### src/rtl/data_memory_arbiter.sv
// data_memory_arbiter: round-robin arbiter with capped locked bursts in front of a
// single-port data memory; read results are registered back to the owning port.
module data_memory_arbiter #(
    parameter int ADDR_W   = 32,
    parameter int DATA_W   = 32,
    parameter int MAX_HOLD = 4
) (
    input  logic              CLK,
    input  logic              Reset_n,
    input  logic              A_Req,
    input  logic              A_Lock,
    input  logic              A_Write,
    input  logic [ADDR_W-1:0] A_Address,
    input  logic [DATA_W-1:0] A_WriteData,
    output logic              A_Gnt,
    output logic              A_RdValid,
    output logic [DATA_W-1:0] A_RdData,
    input  logic              B_Req,
    input  logic              B_Lock,
    input  logic              B_Write,
    input  logic [ADDR_W-1:0] B_Address,
    input  logic [DATA_W-1:0] B_WriteData,
    output logic              B_Gnt,
    output logic              B_RdValid,
    output logic [DATA_W-1:0] B_RdData,
    output logic [ADDR_W-1:0] MemAddress,
    output logic [DATA_W-1:0] MemWriteData,
    output logic              MemWrite,
    input  logic [DATA_W-1:0] MemReadData
);

    localparam logic [1:0] ST_IDLE  = 2'd0;
    localparam logic [1:0] ST_OWN_A = 2'd1;
    localparam logic [1:0] ST_OWN_B = 2'd2;

    localparam int HOLD_W = (MAX_HOLD > 1) ? $clog2(MAX_HOLD) : 1;
    localparam logic [HOLD_W-1:0] HOLD_LIMIT = HOLD_W'(MAX_HOLD - 1);

    logic [1:0]        state_r;
    logic [1:0]        state_nxt_s;
    logic              last_b_r;       // 1: B was the most recent owner
    logic              last_b_nxt_s;
    logic [HOLD_W-1:0] hold_cnt_r;
    logic [HOLD_W-1:0] hold_cnt_nxt_s;
    logic              hold_room_s;
    logic              a_keep_s;
    logic              b_keep_s;
    logic              a_gnt_s;
    logic              b_gnt_s;
    logic              a_rd_valid_r;
    logic              b_rd_valid_r;
    logic [DATA_W-1:0] a_rd_data_r;
    logic [DATA_W-1:0] b_rd_data_r;

    assign a_gnt_s     = (state_r == ST_OWN_A) & A_Req;
    assign b_gnt_s     = (state_r == ST_OWN_B) & B_Req;
    assign hold_room_s = (hold_cnt_r < HOLD_LIMIT);
    // A locked owner may only overrun the hold cap while the other port is quiet.
    assign a_keep_s    = A_Req & A_Lock & (hold_room_s | ~B_Req);
    assign b_keep_s    = B_Req & B_Lock & (hold_room_s | ~A_Req);

    assign A_Gnt     = a_gnt_s;
    assign B_Gnt     = b_gnt_s;
    assign A_RdValid = a_rd_valid_r;
    assign B_RdValid = b_rd_valid_r;
    assign A_RdData  = a_rd_data_r;
    assign B_RdData  = b_rd_data_r;

    // Memory port mux: only a granted beat drives the memory.
    always_comb begin
        MemAddress   = {ADDR_W{1'b0}};
        MemWriteData = {DATA_W{1'b0}};
        MemWrite     = 1'b0;
        if (a_gnt_s) begin
            MemAddress   = A_Address;
            MemWriteData = A_WriteData;
            MemWrite     = A_Write;
        end else if (b_gnt_s) begin
            MemAddress   = B_Address;
            MemWriteData = B_WriteData;
            MemWrite     = B_Write;
        end else begin
            MemAddress   = {ADDR_W{1'b0}};
            MemWriteData = {DATA_W{1'b0}};
            MemWrite     = 1'b0;
        end
    end

    // Ownership decision for the next cycle.
    always_comb begin
        state_nxt_s    = state_r;
        last_b_nxt_s   = last_b_r;
        hold_cnt_nxt_s = hold_cnt_r;
        case (state_r)
            ST_IDLE: begin
                if (A_Req && (!B_Req || last_b_r)) begin
                    state_nxt_s    = ST_OWN_A;
                    last_b_nxt_s   = 1'b0;
                    hold_cnt_nxt_s = {HOLD_W{1'b0}};
                end else if (B_Req) begin
                    state_nxt_s    = ST_OWN_B;
                    last_b_nxt_s   = 1'b1;
                    hold_cnt_nxt_s = {HOLD_W{1'b0}};
                end else begin
                    state_nxt_s    = ST_IDLE;
                    hold_cnt_nxt_s = {HOLD_W{1'b0}};
                end
            end
            ST_OWN_A: begin
                if (a_keep_s) begin
                    state_nxt_s = ST_OWN_A;
                    if (hold_room_s) begin
                        hold_cnt_nxt_s = hold_cnt_r + HOLD_W'(1);
                    end else begin
                        hold_cnt_nxt_s = hold_cnt_r;
                    end
                end else if (B_Req) begin
                    state_nxt_s    = ST_OWN_B;
                    last_b_nxt_s   = 1'b1;
                    hold_cnt_nxt_s = {HOLD_W{1'b0}};
                end else begin
                    state_nxt_s    = ST_IDLE;
                    hold_cnt_nxt_s = {HOLD_W{1'b0}};
                end
            end
            ST_OWN_B: begin
                if (b_keep_s) begin
                    state_nxt_s = ST_OWN_B;
                    if (hold_room_s) begin
                        hold_cnt_nxt_s = hold_cnt_r + HOLD_W'(1);
                    end else begin
                        hold_cnt_nxt_s = hold_cnt_r;
                    end
                end else if (A_Req) begin
                    state_nxt_s    = ST_OWN_A;
                    last_b_nxt_s   = 1'b0;
                    hold_cnt_nxt_s = {HOLD_W{1'b0}};
                end else begin
                    state_nxt_s    = ST_IDLE;
                    hold_cnt_nxt_s = {HOLD_W{1'b0}};
                end
            end
            default: begin
                state_nxt_s    = ST_IDLE;
                hold_cnt_nxt_s = {HOLD_W{1'b0}};
            end
        endcase
    end

    // Arbitration state registers.
    always_ff @(posedge CLK or negedge Reset_n) begin
        if (!Reset_n) begin
            state_r    <= ST_IDLE;
            last_b_r   <= 1'b1;
            hold_cnt_r <= {HOLD_W{1'b0}};
        end else begin
            state_r    <= state_nxt_s;
            last_b_r   <= last_b_nxt_s;
            hold_cnt_r <= hold_cnt_nxt_s;
        end
    end

    // Read return: capture memory data at the end of a read beat, pulse valid once.
    always_ff @(posedge CLK or negedge Reset_n) begin
        if (!Reset_n) begin
            a_rd_valid_r <= 1'b0;
            b_rd_valid_r <= 1'b0;
            a_rd_data_r  <= {DATA_W{1'b0}};
            b_rd_data_r  <= {DATA_W{1'b0}};
        end else begin
            a_rd_valid_r <= a_gnt_s & ~A_Write;
            b_rd_valid_r <= b_gnt_s & ~B_Write;
            if (a_gnt_s && !A_Write) begin
                a_rd_data_r <= MemReadData;
            end
            if (b_gnt_s && !B_Write) begin
                b_rd_data_r <= MemReadData;
            end
        end
    end

endmodule

### config.mk
export PLATFORM = sky130hd
export DESIGN_NAME = data_memory_arbiter
export DESIGN_NICKNAME = d
export VERILOG_FILES = /design/src/rtl/data_memory_arbiter.sv
export SDC_FILE = /design/constraint.sdc
export NUM_CORES = 1
export LEC_CHECK = 0
export ABC_AREA = 1
export CAP_MARGIN = 20
export CORE_ASPECT_RATIO = 0.5
export CORE_UTILIZATION = 31
export DETAILED_ROUTE_END_ITERATION = 8
export GPL_ROUTABILITY_DRIVEN = 0
export MAX_ROUTING_LAYER = met4
export PLACE_DENSITY = 0.85
export SYNTH_ARGS = -nofsm -noshare
export SYNTH_HDL_FRONTEND = slang
export SYNTH_SLANG_ARGS = --single-unit
### constraint.sdc
create_clock -name CLK -period 1.28 [get_ports CLK]
set_input_delay 0.128 -clock CLK [delete_from_list [all_inputs] [get_ports CLK]]
set_output_delay 0.128 -clock CLK [all_outputs]
set_load 0.02 [all_outputs]
==> results.md, run 1 <==
- Top area cells in the synthesized netlist: dfrtp_1, nand2_1, nand3_1
- Initial antenna violation count: 0
- Clk sinks: about 70
- GRT Util Overall: between 20 and 30%
- CP max-delay cell: dfrtp_2
- Count of pins over their slew limit: 0
- Post-synth top cells: nand2_1, nand3_1, dfrtp_1, inv_1
- Via density per instance: around 5
- Final design utilization: between 70% and 80%
- Status: complete, but fails checks
- Detailed placement HPWL: roughly 12 mm
- Worst Slack Setup Final: -0.575 ns
- Failing checks: negative setup slack
- Pint: 9.93 mW
- Clock power share: approximately 16%
- TritonCTS clock tree: yes
- Rows: 28
- Vias in the first global route: about 5000
- Max Cap Viol: 0
- Fmax: 539 MHz
- Longest Clk Path Bufs: 2
- Synth area leader: dfrtp_1
- Register bit total from synthesis: 71
- Flop pwr share: a little under a quarter
- Clk_skew: roughly 0.0063 ns
- Register area share after synthesis: approximately 44%
- Die footprint: around 0.013 mm2
- Mapped Nets: 689
- Final hold vios: 0
- Crit path launch type: register
- Synth Cell Area: 0.00401 mm2
- Synth warn: 0
- Yosys cell types: 20
- Share of cells above drive strength 1: between 40% and 50%
- Cell count after synthesis: just over 500
- Detailed Routing Iterations Pass 1: 5
- Critical Path End Type: output pin
- Worst hold margin: 0.285 ns
- Relative slew slack: between 60% and 70%
- Net Sw Frac: between 40% and 50%
- Design Area, Final: 0.00874 mm2
- Largest net degree at the start of global routing: 38
- Slowest stage delay, CP: just over 0.4 ns
- Area delta synth->final: 118%
- Dpl ws: -0.697 ns
- Worst reg-to-reg path cell count: 10
- Global-route wire length before repair: around 26 mm
- Routed Wire Length: slightly below 20 mm
- PortBufs: 300
- Top-count cell post-synth: nand2_1
- Post-synth EDFFs: 0
- Iter 0 DRT Violations: about 560
- Ys flop type: dfrtp_1
- Final setup TNS: -66.55 ns
- Root Driver: clkbuf_16
- # setup viols final: roughly 170
- RSZ-0062 raised after global routing: yes
- Hold/Removal Path Class: in2async
- Die H: about 80 um
- Inserted Diodes: 0
- PwrDens: around 2000 mW/mm2
- Non-filler cells, final: around 1000
- Worst vdd ir: approximately 1.3 mV
- Switching power of the nets: about 7.5 mW
- Worst Tran Pin Value: between 0.4 and 0.5 ns
- DP Cell Count: between 900 and 1000
- Via count of the routed design: about 5000
- CP Cell Sequence: inv_2, ha_4, nand2_8, clkinv_8, buf_16, nand2_1, nand2_2, buf_4
- CP max FO: 17
- Total CTS buffers: 9
- Clk slew on worst S/H paths: 0.07 ns
- Worst EP arrival: ~1.7 ns
- Critical path type: reg2out
- DRC Markers: 0
- Post-route ant nets: 0
- Final #Nets: between 1000 and 1500
- H-tree Lvls: 3
- Leak pwr: 4.19 nW
- Post-layout min period: 1.86 ns
- Wirelength per Cell: 19.5 um
- Initial Util: between 30% and 40%
- Comb pwr share: roughly three fifths
- Final Power: 17.4 mW
- Area after DPL: 0.00744 mm2
- Total core area: roughly 0.012 mm2
- Async set-reset flop share out of synthesis: 100%
- Grt total ovfl: 0
- Top Ports: 301
- Mapped Avg Cell Area: 7.75 um2
- Worst endpoint required time: approximately 1.2 ns
- Die X: around 160 um
- Yosys top cell area share: a little over two fifths
- Final period util: 145%
- Clk_lat worst skew: ~0.34 ns
[metal layers]
layer,track usage [%],part of all wire (%),routed length (um),vias to the layer above
li1,-,-,-,2310
met1,29.4,38,7560,2484
met2,44.4,51,10100,270
met3,4.50,6.2,1240,75
met4,14.7,4.6,921,0
met5,-,0,0,-
[logic make-up (layout without fill, tap and decap cells)]
| kind of cell | after synthesis | count (layout) | share of synthesized area, % |
|---|---|---|---|
| AND/OR/NAND/NOR | 292 | 292 | 30.5 |
| AO/OA/AOI/OAI | 69 | 69 | 11.6 |
| adder cells (fa/ha/maj) | 4 | 4 | 1.25 |
| flip-flops | 71 | 71 | 44.4 |
| buffers and inverters | 81 | 415 | 12.2 |
[flip-flops by register name (all words and copies together) (netlist names)]
register	flops
A_RdData	32
A_RdValid	1
B_RdData	32
B_RdValid	1
hold_cnt_r	2
last_b_r	1
state_r	2
[layout by cell type (no fill, tap or decap), types with 3 or more instances in the layout]
| cell | synthesis | final |
|---|---|---|
| clkdlybuf4s50_1 | 0 | 202 |
| nand2_2 | 1 | 108 |
| nand2_1 | 209 | 88 |
| dfrtp_1 | 70 | 68 |
| buf_6 | 17 | 64 |
| inv_1 | 43 | 41 |
| o21ai_2 | 32 | 39 |
| nand3_1 | 72 | 36 |
| nand3_2 | 0 | 35 |
| buf_4 | 13 | 27 |
| o21ai_1 | 32 | 25 |
| dlygate4sd2_1 | 0 | 24 |
| clkbuf_16 | 0 | 15 |
| nand2_4 | 1 | 14 |
| buf_12 | 0 | 14 |
| dlymetal6s2s_1 | 0 | 6 |
| nor2_1 | 6 | 5 |
| ha_4 | 0 | 3 |
| inv_6 | 0 | 3 |
| buf_16 | 0 | 3 |
| buf_8 | 0 | 3 |
[power by group through the flow]
stage,sequential [mW],clock (mW),combinational (mW)
after global routing,4.17,2.91,11.1
after detailed placement,3.89,0,9.06
final,4.06,2.78,10.6
after floorplan,5.05,0,3.46
after global placement,3.85,0,8.88
after CTS,3.90,2.78,9.48
[area by class of cell]
| type | count | area, um2 |
|---|---|---|
| clock buffers | 9 | 225 |
| clock inverters | 7 | 103 |
| fillers | 839 | 3450 |
| inverters | 47 | 214 |
| multi-input cells | 365 | 2400 |
| flip-flops and latches | 71 | 1780 |
| well taps | 165 | 206 |
| repair buffers | 352 | 3810 |
[final timing paths]
path                                 start        endpoint  slack [ns]
setup / recovery                state_r[1]  MemAddress[31]       -0.58
hold reg to reg               B_RdData[10]    B_RdData[10]        0.48
setup reg to reg                state_r[1]     A_RdData[5]       -0.48
max in group asynchronous          Reset_n        last_b_r        0.45
hold / removal                     Reset_n    A_RdData[16]        0.29
min in group CLK           MemReadData[23]    B_RdData[23]        0.36
[critical path, delay by kind of cell (launching register included)]
family / cells / cell delay, ns
fa+ha+maj: 1 / 0.18
buf+inv: 4 / 0.49
flops: 1 / 0.41
simple gates: 3 / 0.31
[timing repair]
action | CTS | global route
hold buffers | 1 | 0
gates resized for setup | 407 | 163
cloned | 5 | 9
setup endpoints to repair | 201 | 179
pin swaps | 4 | 10
buffers inserted | 7 | 6
endpoints found under the hold margin | 14 | 0
Note: power is estimated with default switching activity, not from simulation.
==> run 2: changes to the inputs <==
--- a/config.mk
+++ b/config.mk
@@ -6,6 +6,7 @@
 export NUM_CORES = 1
 export LEC_CHECK = 0
 export ABC_AREA = 1
+export ABC_CLOCK_PERIOD_IN_PS = 1280
 export CAP_MARGIN = 20
 export CORE_ASPECT_RATIO = 0.5
 export CORE_UTILIZATION = 31
==> results of run 2 <==
No change in the layout: final DEF, timing and power equal those of run 1.
==> RTL change 1: new RTL, config.mk and constraints of run 2 <==
Reset style: synchronous (`Reset_n`), changed in 2 clocked blocks.
--- a/src/rtl/data_memory_arbiter.sv
+++ b/src/rtl/data_memory_arbiter.sv
@@ -150,3 +150,3 @@
     // Arbitration state registers.
-    always_ff @(posedge CLK or negedge Reset_n) begin
+    always_ff @(posedge CLK) begin
         if (!Reset_n) begin
@@ -163,3 +163,3 @@
     // Read return: capture memory data at the end of a read beat, pulse valid once.
-    always_ff @(posedge CLK or negedge Reset_n) begin
+    always_ff @(posedge CLK) begin
         if (!Reset_n) begin
Behaviour: differs if Reset_n is asserted again (counterexample within 4 cycles, from zero or initial values and one cycle with Reset_n low); with Reset_n held inactive, the same outputs for 10 cycles.
==> RTL change 1 against run 2 <==
- the run still ends with negative setup slack left
- area after synthesis decreased by 10%
- setup slack improved by 0.049 ns
- design area increased by 3.2%
- highest routed layer unchanged
- largest cell class unchanged
- non-clock buffer count increased by 8
- die area decreased by 10%
- critical path depth increased by 3
- wire length increased by 5.3%
- sequential cell count unchanged
- sequential share of layout area decreased by 4.5 points
Power is not compared: it rests on default switching activity, and its combinational part moved more than twofold at a synthesized area within 25%.
==> RTL change 1: results (changes against run 2) <==
The flow ran to the end, but the final reports show violations. The final-layout fill cell count was 641 (-24%). The number of non-clock buffers was 360 (+2.3%); the post-synthesis net count was 729 (+5.8%). The commonest cells after synthesis are sky130_fd_sc_hd__nand2_1 (141), sky130_fd_sc_hd__nor2_1 (137), sky130_fd_sc_hd__nand3_1 (74). For the number of combinational gates with multiple inputs, the log shows 430 (+18%). After synthesis, the cell types taking the most area are sky130_fd_sc_hd__dfxtp_1 (40%), sky130_fd_sc_hd__nand2_1 (15%), sky130_fd_sc_hd__nor2_1 (14%).

The number of non-filler instances in the completed layout came out at 1037 (+2.1%). The final reports fail on negative setup slack. The data arrival time of the worst path came out at 2.02 ns (+0.29 ns). Cell type group with the largest total delay on the critical path: buffers and inverters.

The logs give 27.7% (+1.8 points) for the aggregate global-route resource usage and -56.56 ns (+10.0 ns) for the final setup TNS. The non-clock buffer area fraction after layout was 45.4% (+1.8 points). The design draws 7.92 mW.

The logs give 19 (-5.0%) for the count of cell types in the netlist and 1060 (+4.1%) for the count of nets after finishing. The tools report the global-route wire length before repair as 25600 um (-1.6%). The worst hold path passes through 2 cells.

The depth of the most critical reg-to-reg path came out at 11 (+1). The largest incremental delay on the critical path was 0.37 ns (-0.04 ns). The fraction of layout instances using a drive strength above 1 was 39.0% (-2.2 points). The area occupied by multi-input gates is 2870 um2 (+19%). The critical path's slowest cell is sky130_fd_sc_hd__dfxtp_4. For the final design utilization, the log shows 80.9% (+9.2 points). The worst setup slack after placement is -0.813 ns (-0.116 ns). The path class of the tightest hold or removal check is primary input to register.

In this run the critical register-to-register path is captured at A_RdData[27]. The cell count after synthesis came out at 557 (+7.7%). The total via count in the routed design was 5388 (+4.8%). The proportion of synthesized chip area in sequential cells is 39.5% (-4.9 points). The largest driver fanout on the critical path is 7 (-10), and the routing usage on met2 is 47.1% (+2.7 points). The share of flip-flops with an asynchronous set or reset after synthesis came out at 0% (-100 points).

The total setup violations reported at the end of the flow is 135 (-22%), and the starting DRC count in detailed routing is 464 (-17%). The number of global-route vias before repair was 4886 (+0.061%). The half-perimeter wire length of the detailed placement result came out at 11700 um (-2.6%).

The tools report the area used by sequential logic in the layout as 1430 um2 (-20%). The count of clock-net buffers in the final layout is 10 (+1), and the worst slack on hold paths is 0.119 ns (-0.167 ns). Dominant register cell in the synthesized netlist: sky130_fd_sc_hd__dfxtp_1. The wire length reported by the detailed router was 20900 um (+5.3%). The standard cell area after detailed placement was 7050 um2 (-5.2%); the number of placed cells counting well taps was 990 (+1.5%). The run gives 1480 um (+20%) as the detailed route wirelength on metal3.

For the met1 wire length, the log shows 8290 um (+9.7%). The run gives -0.527 ns (+0.0487 ns) as the worst setup margin. In this run the most critical hold path is launched from Reset_n. The non-clock inverter count in the final layout was 16 (-66%); the maximum number of pins on one net before global-route repair was 53 (+39%). For the met2 layer wire length in the routed design, the log shows 10400 um (+3.0%).

The worst register-to-register path begins at state_r[1]. The fraction of area in clock buffers and inverters was 3.83% (+0.079 points); the met3 routing resource usage after global routing was 5.02% (+0.53 points).
[RTL change 1: changes by cell type in the layout (fill, tap and decap cells not counted), sizes merged, moves of 6 or more]
cell,change
clkdlybuf4s50,-36
dfxtp,+71
nand2,-69
clkbuf,+6
dlymetal6s2s,+18
inv,-32
dlygate4sd2,+18
nor2,+131
dfrtp,-70
[RTL change 1: kinds of logic after synthesis]
| kind of cell | Yosys count | synth area share, % |
|---|---|---|
| buf+inv | 56 | 8.63 |
| compound gates | 70 | 9.81 |
| fa+ha+maj | 4 | 1.39 |
| simple gates | 356 | 40.7 |
| flops | 71 | 39.5 |
[RTL change 1: how the worst max path moves through the flow]
stage | from | end | slack (ns)
after CTS | state_r[1] | MemAddress[15] | -0.49
after global routing | state_r[1] | A_RdData[15] | -0.59
after detailed placement | B_Req | MemAddress[15] | -0.81
after floorplan | state_r[1] | MemAddress[10] | -0.003
final | state_r[1] | A_RdData[27] | -0.53
after global placement | B_Req | MemAddress[15] | -0.78
[RTL change 1: worst register-to-register path: stages (launching register included)]
cell and delay, ns:
sky130_fd_sc_hd__dfxtp_4 0.37, sky130_fd_sc_hd__inv_4 0.07, sky130_fd_sc_hd__ha_4 0.16, sky130_fd_sc_hd__nand2_8 0.11
sky130_fd_sc_hd__buf_12 0.16, sky130_fd_sc_hd__buf_16 0.14, sky130_fd_sc_hd__nor2_8 0.12, sky130_fd_sc_hd__buf_12 0.16
sky130_fd_sc_hd__inv_12 0.06, sky130_fd_sc_hd__clkbuf_16 0.17, sky130_fd_sc_hd__nor2_4 0.10, sky130_fd_sc_hd__nor2_1 0.07
[RTL change 1: timing repair]
action	CTS	global route
cloned	9	16
pin swaps	2	70
gates resized for setup	457	255
setup endpoints to repair	199	162
hold buffers	0	0
buffers inserted	9	4
==> RTL change 2: new RTL, config.mk and constraints of run 2 <==
Made on the original files. The parameter `DATA_W` goes from 32 to 48.
--- a/src/rtl/data_memory_arbiter.sv
+++ b/src/rtl/data_memory_arbiter.sv
@@ -4,3 +4,3 @@
     parameter int ADDR_W   = 32,
-    parameter int DATA_W   = 32,
+    parameter int DATA_W   = 48,
     parameter int MAX_HOLD = 4
Ports: changed (6 resized); port bits go from 301 to 397. No check against the original RTL was run, so the function may have changed too.
==> RTL change 2 against run 2 <==
- the flow still finishes with violations (negative setup slack)
- design area increased by 32%
- sequential share of layout area increased by 2.0 points
- setup slack worse by 0.079 ns
- worst hold slack worse by 0.015 ns
- area after synthesis grew 31%
- wire length rose by 41%
- total power rose by 32%
- sequential cell count is 32 higher
- highest routed layer unchanged
==> RTL change 2: results (changes against run 2) <==
The checks that failed: negative setup slack. Cell count after synthesis: 689 (+33%). The worst setup margin is -0.654 ns (-0.0791 ns). The fraction of layout instances using a drive strength above 1 is 33.3% (-7.9 points), and the standard cell area after detailed placement is 9850 um2 (+32%).

The register bit total from synthesis is 103 (+45%), and the detailed route wirelength on metal3 is 2110 um (+70%). The non-clock inverter count in the final layout was 67 (+43%); the number of combinational gates with multiple inputs was 478 (+31%). The setup slack on the worst flop-to-flop path came out at -0.57 ns (-0.09 ns). The tools report the initial antenna violation count as 3 (+3). The final-layout fill cell count is 1198 (+43%).

The largest driver fanout on the critical path was 15 (-2). For the count of nets after finishing, the log shows 1344 (+32%). The number of non-filler instances in the completed layout is 1358 (+34%), and the fraction of area in clock buffers and inverters is 2.47% (-1.3 points). The post-synthesis net count came out at 909 (+32%). Half-perimeter wire length of the detailed placement result: 17300 um (+44%).

The run gives 6142 (+26%) as the number of global-route vias before repair. The number of non-clock buffers is 465 (+32%). The total setup violations reported at the end of the flow was 284 (+64%). The run finished, with violations left. The global-route wire length before repair was 34000 um (+31%); the total setup buffers inserted after CTS was 3 (-4). The average detailed-routed wire length per instance works out to 20.6 um (+5.6%). The met3 routing resource usage after global routing came out at 5.89% (+1.4 points). Proportion of synthesized chip area in sequential cells: 49.2% (+4.8 points).

The starting DRC count in detailed routing was 529 (-5.4%); the routing usage on met2 was 43.7% (-0.70 points). The critical path starts at state_r[0]. The adder-cell area share of the yosys netlist works out to 0.955% (-0.29 points). Sorting the synthesized cells by how often they occur yields sky130_fd_sc_hd__nand2_1 (273), sky130_fd_sc_hd__dfrtp_1 (102), sky130_fd_sc_hd__nand3_1 (88).
## RTL change 2: cell types whose count changed after synthesis, sizes merged
cell,before,now
nand2,211,275
dfrtp,70,102
o21ai,64,96
inv,47,63
nand3,72,88
clkbuf,0,8
buf,34,38
## RTL change 2: power by group
group | leakage [nW] | switching (mW) | internal (mW)
sequential | 1.29 | 1.03 | 4.78
clock | 0.142 | 1.21 | 1.48
combinational | 3.98 | 7.57 | 6.94
total | 5.42 | 9.81 | 13.2
## RTL change 2: worst max-delay path: stages (launching register included)
cell and delay [ns]:
sky130_fd_sc_hd__dfrtp_1 0.41, sky130_fd_sc_hd__buf_6 0.13, sky130_fd_sc_hd__ha_4 0.18, sky130_fd_sc_hd__nand2_8 0.13
sky130_fd_sc_hd__clkinv_8 0.10, sky130_fd_sc_hd__buf_12 0.17, sky130_fd_sc_hd__nand2_1 0.11, sky130_fd_sc_hd__nand2_2 0.08
sky130_fd_sc_hd__buf_6 0.13
